<file path="config.mk">
export PLATFORM = sky130hd
export DESIGN_NAME = collision_hp_tracker
export DESIGN_NICKNAME = d
export VERILOG_FILES = /design/src/rtl/collision_hp_tracker_pkg.sv /design/src/rtl/collision_hp_tracker_timer.sv /design/src/rtl/collision_hp_tracker.sv
export SDC_FILE = /design/constraint.sdc
export NUM_CORES = 1
export LEC_CHECK = 0
export BUFFER_PORTS_ARGS = -buffer_cell sky130_fd_sc_hd__buf_2
export CAP_MARGIN = 20
export CORE_UTILIZATION = 44
export DETAILED_ROUTE_END_ITERATION = 7
export GPL_TIMING_DRIVEN = 0
export PLACE_DENSITY = 0.63
export SYNTH_ARGS = -nofsm -noshare
export SYNTH_HDL_FRONTEND = slang
export SYNTH_SLANG_ARGS = --single-unit
</file>
<file path="constraint.sdc">
create_clock -name pclk -period 3.9 [get_ports pclk]
set_clock_uncertainty 0.1 [all_clocks]
set_input_delay 0.195 -clock pclk [delete_from_list [all_inputs] [get_ports pclk]]
set_output_delay 0.195 -clock pclk [all_outputs]
set_load 0.01 [all_outputs]
</file>
<file path="src/rtl/collision_hp_tracker_pkg.sv">
// Shared game definitions for the collision / hit-point tracker.
// Holds the tracker state encoding, default player size and hit points,
// coordinate widths, and a small range-test helper.
package collision_hp_tracker_pkg;

  localparam int unsigned COORD_W         = 12;
  localparam int unsigned HP_W            = 4;
  localparam int unsigned PLAYER_SIZE_DEF = 20;
  localparam int unsigned MAX_HP_DEF      = 5;

  typedef enum logic [1:0] {
    ST_IDLE      = 2'd0,
    ST_ACTIVE    = 2'd1,
    ST_INVULN    = 2'd2,
    ST_GAME_OVER = 2'd3
  } hp_state_e;

  // True when lo <= pos <= hi (unsigned).
  function automatic logic in_span(input logic [COORD_W-1:0] pos,
                                   input logic [COORD_W-1:0] lo,
                                   input logic [COORD_W-1:0] hi);
    return (pos >= lo) && (pos <= hi);
  endfunction

endpackage

</file>
<file path="src/rtl/collision_hp_tracker_timer.sv">
// Invulnerability countdown with blink divider.
// Ports:
//   pclk, rst    clock / synchronous active-high reset
//   load         start a window: count <= CYCLES-1, blink <= 0
//   run          count down one step per cycle while the window is open
//   clear        abandon the window (count, divider and blink cleared)
//   done_c       count has reached zero (combinational from the counter)
//   blink        toggles every BLINK_HALF cycles of the window, 0 outside it
module hp_countdown_timer #(
  parameter int unsigned CYCLES     = 65000000,
  parameter int unsigned BLINK_HALF = 8125000
) (
  input  logic pclk,
  input  logic rst,
  input  logic load,
  input  logic run,
  input  logic clear,
  output logic done_c,
  output logic blink
);

  localparam int unsigned CNT_W = (CYCLES > 1) ? $clog2(CYCLES) : 1;
  localparam int unsigned DIV_W = (BLINK_HALF > 1) ? $clog2(BLINK_HALF) : 1;
  localparam logic [CNT_W-1:0] CNT_LOAD = CNT_W'(CYCLES - 1);
  localparam logic [DIV_W-1:0] DIV_LOAD = DIV_W'(BLINK_HALF - 1);

  logic [CNT_W-1:0] count;
  logic [DIV_W-1:0] div;

  // Countdown and blink divider; the final run step (count already 0) drops blink.
  always_ff @(posedge pclk) begin
    if (rst || clear) begin
      count <= '0;
      div   <= '0;
      blink <= 1'b0;
    end else if (load) begin
      count <= CNT_LOAD;
      div   <= DIV_LOAD;
      blink <= 1'b0;
    end else if (run) begin
      if (count == '0) begin
        blink <= 1'b0;
      end else begin
        count <= count - CNT_W'(1);
        if (div == '0) begin
          div   <= DIV_LOAD;
          blink <= ~blink;
        end else begin
          div <= div - DIV_W'(1);
        end
      end
    end
  end

  assign done_c = (count == '0);

endmodule

</file>
<file path="src/rtl/collision_hp_tracker.sv">
// Player collision detection and hit-point bookkeeping.
// Ports:
//   pclk, rst                 pixel clock / synchronous active-high reset
//   obstacle_x, obstacle_y    obstacle pixel being drawn, (0,0) = none
//   player_x, player_y        player square top-left corner
//   play_selected, menu_on    session active / menu shown (abort)
//   hp                        remaining hit points
//   hit                       one-cycle pulse per accepted collision
//   invuln, blink             invulnerability window and its blink toggle
//   game_over                 out of hit points
module collision_hp_tracker
  import collision_hp_tracker_pkg::*;
#(
  parameter int unsigned PLAYER_SIZE   = PLAYER_SIZE_DEF,
  parameter int unsigned MAX_HP        = MAX_HP_DEF,
  parameter int unsigned INVULN_CYCLES = 65000000,
  parameter int unsigned BLINK_HALF    = 8125000
) (
  input  logic               pclk,
  input  logic               rst,
  input  logic [COORD_W-1:0] obstacle_x,
  input  logic [COORD_W-1:0] obstacle_y,
  input  logic [COORD_W-1:0] player_x,
  input  logic [COORD_W-1:0] player_y,
  input  logic               play_selected,
  input  logic               menu_on,
  output logic [HP_W-1:0]    hp,
  output logic               hit,
  output logic               invuln,
  output logic               blink,
  output logic               game_over
);

  localparam logic [HP_W-1:0] HP_FULL = HP_W'(MAX_HP);

  hp_state_e         state, state_next;
  logic              collide_r;
  logic [COORD_W-1:0] x_end, y_end;
  logic              overlap_c;
  logic              abort_c;
  logic              tmr_load, tmr_run, tmr_clear, tmr_done_c;
  logic [HP_W-1:0]   hp_d;
  logic              hit_d;

  // Obstacle pixel inside the player square; (0,0) means nothing is drawn.
  assign x_end     = player_x + COORD_W'(PLAYER_SIZE - 1);
  assign y_end     = player_y + COORD_W'(PLAYER_SIZE - 1);
  assign overlap_c = ((obstacle_x != '0) || (obstacle_y != '0)) &&
                     in_span(obstacle_x, player_x, x_end) &&
                     in_span(obstacle_y, player_y, y_end);

  assign abort_c = menu_on || !play_selected;

  // State register.
  always_ff @(posedge pclk) begin
    if (rst) state <= ST_IDLE;
    else     state <= state_next;
  end

  // Next-state logic; abort outranks a simultaneous collision.
  always_comb begin
    state_next = state;
    unique case (state)
      ST_IDLE: begin
        if (!abort_c) state_next = ST_ACTIVE;
      end
      ST_ACTIVE: begin
        if (abort_c)        state_next = ST_IDLE;
        else if (collide_r) state_next = (hp > HP_W'(1)) ? ST_INVULN : ST_GAME_OVER;
      end
      ST_INVULN: begin
        if (abort_c)         state_next = ST_IDLE;
        else if (tmr_done_c) state_next = ST_ACTIVE;
      end
      ST_GAME_OVER: begin
        if (abort_c) state_next = ST_IDLE;
      end
      default: state_next = ST_IDLE;
    endcase
  end

  // Next values for the registered outputs and timer controls.
  always_comb begin
    hp_d      = hp;
    hit_d     = 1'b0;
    tmr_load  = 1'b0;
    tmr_run   = 1'b0;
    tmr_clear = 1'b0;
    unique case (state)
      ST_IDLE: begin
        hp_d      = HP_FULL;
        tmr_clear = 1'b1;
      end
      ST_ACTIVE: begin
        if (abort_c) begin
          hp_d      = HP_FULL;
          tmr_clear = 1'b1;
        end else if (collide_r) begin
          hit_d = 1'b1;
          if (hp > HP_W'(1)) begin
            hp_d     = hp - HP_W'(1);
            tmr_load = 1'b1;
          end else begin
            hp_d = '0;
          end
        end
      end
      ST_INVULN: begin
        if (abort_c) begin
          hp_d      = HP_FULL;
          tmr_clear = 1'b1;
        end else begin
          tmr_run = 1'b1;
        end
      end
      ST_GAME_OVER: begin
        hp_d = abort_c ? HP_FULL : '0;
      end
      default: begin
        hp_d      = HP_FULL;
        tmr_clear = 1'b1;
      end
    endcase
  end

  // Output and collision-pipeline registers.
  always_ff @(posedge pclk) begin
    if (rst) begin
      collide_r <= 1'b0;
      hp        <= HP_FULL;
      hit       <= 1'b0;
      invuln    <= 1'b0;
      game_over <= 1'b0;
    end else begin
      collide_r <= overlap_c;
      hp        <= hp_d;
      hit       <= hit_d;
      invuln    <= (state_next == ST_INVULN);
      game_over <= (state_next == ST_GAME_OVER);
    end
  end

  hp_countdown_timer #(
    .CYCLES     (INVULN_CYCLES),
    .BLINK_HALF (BLINK_HALF)
  ) u_timer (
    .pclk   (pclk),
    .rst    (rst),
    .load   (tmr_load),
    .run    (tmr_run),
    .clear  (tmr_clear),
    .done_c (tmr_done_c),
    .blink  (blink)
  );

endmodule

</file>
==> run_results.csv <==
group,metric,value,unit
run_status,status,"completed",
setup_path,crit_cells,8,
sta,clock.fmax,300,MHz
drt,wl,11700,µm
cells_and_area,fin_cells,781,
die,core-area,0.0103,mm²
sta,finalMaxSlewViolations,0,
die,die_h,105,µm
sta,max_slew_margin,0.319,
die,rows,37,
clock_network,post-cts-setup-buffers,0,
clock_network,cts-htree-levels,3,
die,start_util,0.451,
yosys,synthesis.instances,571,
setup_path,critPathKind,"flip-flop to flip-flop",
setup_path,cp-end-kind,"flip-flop",
yosys,ys_seq_elements,60,
yosys,async_reset_ff_frac,0,
yosys,synth.distinct_cells,52,
setup_path,critPathCapture,"u_timer.div[19]",
clock_network,post_cts_resized,0,
yosys,ys.warnings.count,0,
drt,drc,0,
sta,worst_pin_slew,1010,ps
drt,avgViaCountPerCell,5.88,
cells_and_area,fill_cells,1024,
yosys,avgSynthCellArea,8.11,µm²
place,dp_slack,550,ps
global_route,grt_max_degree,11,
pwr,ir_drop,0.155,mV
yosys,ys.flop_type,"dfxtp_1",
hold_path,hold_class,"input port to flip-flop",
setup_path,worst_path_max_delay_cell,"o21ai_1",
sta,period_share,0.855,
setup_path,r2r-start,"u_timer.count[7]",
sta,setup_viol,0,
setup_path,startpoint_type,"flip-flop",
drt,antenna_left,0,
clock_network,clock_latency,340,ps
cells_and_area,area_growth,14.6,%
pwr,leakage,2.23,nW
setup_path,path_max_fanout,10,
sta,layout_setup_ws,567,ps
clock_network,clk_pin_slew_worst_paths,70,ps
yosys,synth_nets,682,
sta,fin_setup_tns,0,ps
setup_path,arrival,3470,ps
cells_and_area,finalNetCount,751,
global_route,grt_overflow,0,
place,gp_congestion,0.856,
yosys,synth_edf_count,0,
setup_path,r2r_slack,570,ps
cells_and_area,final_layout_size_suffix_gt1_frac,0.132,
global_route,track_usage,0.218,
clock_network,cts_tree,"built",
drt,num_vias,4589,
drt,post_drt_wl_per_cell,15.0,µm
clock_network,clock-sinks,60,
cells_and_area,final_cell_area,0.00531,mm²
clock_network,cts_made_buffers,9,
setup_path,cpPeakStageDelay,570,ps
setup_path,worstPathRequired,4030,ps
global_route,antenna_found_initial,0,
die,io_pins,60,
place,io_buffers,58,
setup_path,reg2regPathDepth,8,
setup_path,path_cells,"or4_1 > clkbuf_1 > nand4b_1 > clkbuf_1 > o21ai_1 > clkbuf_1 > o21ai_0 > o31a_1",
setup_path,cp_common_cell,"clkbuf_1",
clock_network,cts-root-buf,"clkbuf_8",
clock_network,clock_path_buffers,2,
place,hpwl,9090,µm
setup_path,setup.worst_path.start,"u_timer.count[7]",
clock_network,cts_hold_buffers,0,
setup_path,critPathBufInv,3,
pwr,powerDensity,286,mW/mm²
drt,drt_iter0_drc,226,
drt,dr.pass1.iters,5,
global_route,grt_first_pass_wirelength,19800,µm
die,chipWidth,105,µm
flow_run,max_cap_viol_count,0,
cells_and_area,layout_common_cells,"60 x buf_2, 60 x dfxtp_1, 59 x ha_1",
yosys,ys_seq_area_frac,0.259,
place,dp_cells,765,
setup_path,r2r-end,"u_timer.div[19]",
global_route,grt_pass1_vias,4403,
sta,rsz0062_at_grt,"no",
die,design.die.area,0.0109,mm²
sta,layout_min_cycle_time,3330,ps
yosys,synth_area,0.00463,mm²
cells_and_area,diodes,0,
place,place_area,0.00509,mm²
setup_path,crit_family,"compound AO/OA/AOI/OAI gates",
sta,finalHoldViolCount,0,
[cell usage after synthesis, types with 3 or more instances]
master / number / area, µm²
o211ai_1: 10 / 75.1
o311a_1: 4 / 40.0
o311ai_0: 3 / 26.3
o21ai_1: 3 / 15.0
dfxtp_1: 60 / 1200
a21oi_1: 38 / 190
nand2_1: 20 / 75.1
a21o_1: 6 / 45.0
nor3_1: 27 / 135
and4_1: 3 / 26.3
inv_1: 38 / 143
or3_1: 19 / 119
a211o_1: 4 / 35.0
nand4_1: 19 / 119
o21ai_0: 27 / 135
or2_2: 6 / 37.5
nor2b_1: 7 / 43.8
xor2_1: 16 / 140
nand2b_1: 5 / 31.3
xnor2_1: 21 / 184
nand3b_1: 4 / 30.0
nand3_1: 8 / 40.0
o21a_1: 4 / 30.0
nor4_1: 18 / 113
a31oi_1: 21 / 131
nor2_1: 38 / 143
ha_1: 59 / 738
o31a_1: 3 / 26.3
o31ai_1: 12 / 90.1
or4_1: 16 / 120
clkbuf_1: 16 / 60.1
a211oi_1: 4 / 30.0
[per-layer routing]
metal,wire (µm),global-route usage
met3,455,0.0200
met4,200,0.0775
met2,5640,0.389
met1,5450,0.273
met5,0,0
[through the flow]
stage	util	total power [mW]	hold WS, ps
finish	0.517	1.52	132
global route	0.517	1.59	156
CTS	0.517	1.53	126
detailed placement	0.496	0.908	390
global placement	0.496	0.898	364
floorplan	-	0.814	337
[power breakdown]
| group | leakage (nW) | internal, mW | switching [mW] |
|---|---|---|---|
| sequential | 0.483 | 0.616 | 0.00512 |
| combinational | 1.63 | 0.116 | 0.158 |
| clock | 0.113 | 0.374 | 0.247 |
| total | 2.23 | 1.11 | 0.410 |
[cells by family after synthesis]
family | count (synthesis) | synth area share
buffers and inverters | 58 | 0.0475
DFF | 60 | 0.259
AOI/OAI and AO/OA | 154 | 0.217
and+or+nand+nor | 203 | 0.247
xor gates and xnor gates | 37 | 0.0699
adders and majority gates | 59 | 0.159
[worst min path at each step]
| stage | from | to | slack (ps) | depth (start not counted) |
|---|---|---|---|---|
| after floorplan | menu_on | hit | 340 | 3 |
| after global placement | u_timer.count[10] | u_timer.count[10] | 360 | 2 |
| after detailed placement | u_timer.count[10] | u_timer.count[10] | 390 | 2 |
| after CTS | rst | hit | 130 | 2 |
| after global routing | rst | hp[1] | 160 | 2 |
| final | rst | state[0] | 130 | 2 |
[state kept, by name, summed over array words and instances, names as in the netlist, 2 cells and up]
register / cells
hp: 4
state: 2
u_timer.count: 26
u_timer.div: 23
[worst register-to-register path: stages, from the launching register on]
cell      delay (ps)
dfxtp_1          360
or4_1            520
clkbuf_1         200
nand4b_1         260
clkbuf_1         280
o21ai_1          570
clkbuf_1         430
o21ai_0          170
o31a_1           330
[layout make-up]
class                   count  area [µm²]  area share
plain buffers              20        77.6      0.0146
clock buffers              11         141      0.0266
clock inverters             5        75.1      0.0141
inverters                  38         143      0.0269
multi-input cells         453        3210       0.605
flip-flops and latches     60        1200       0.226
well taps                 136         170      0.0320
repair buffers             58         290      0.0547
(Power assumes the default switching activity.)
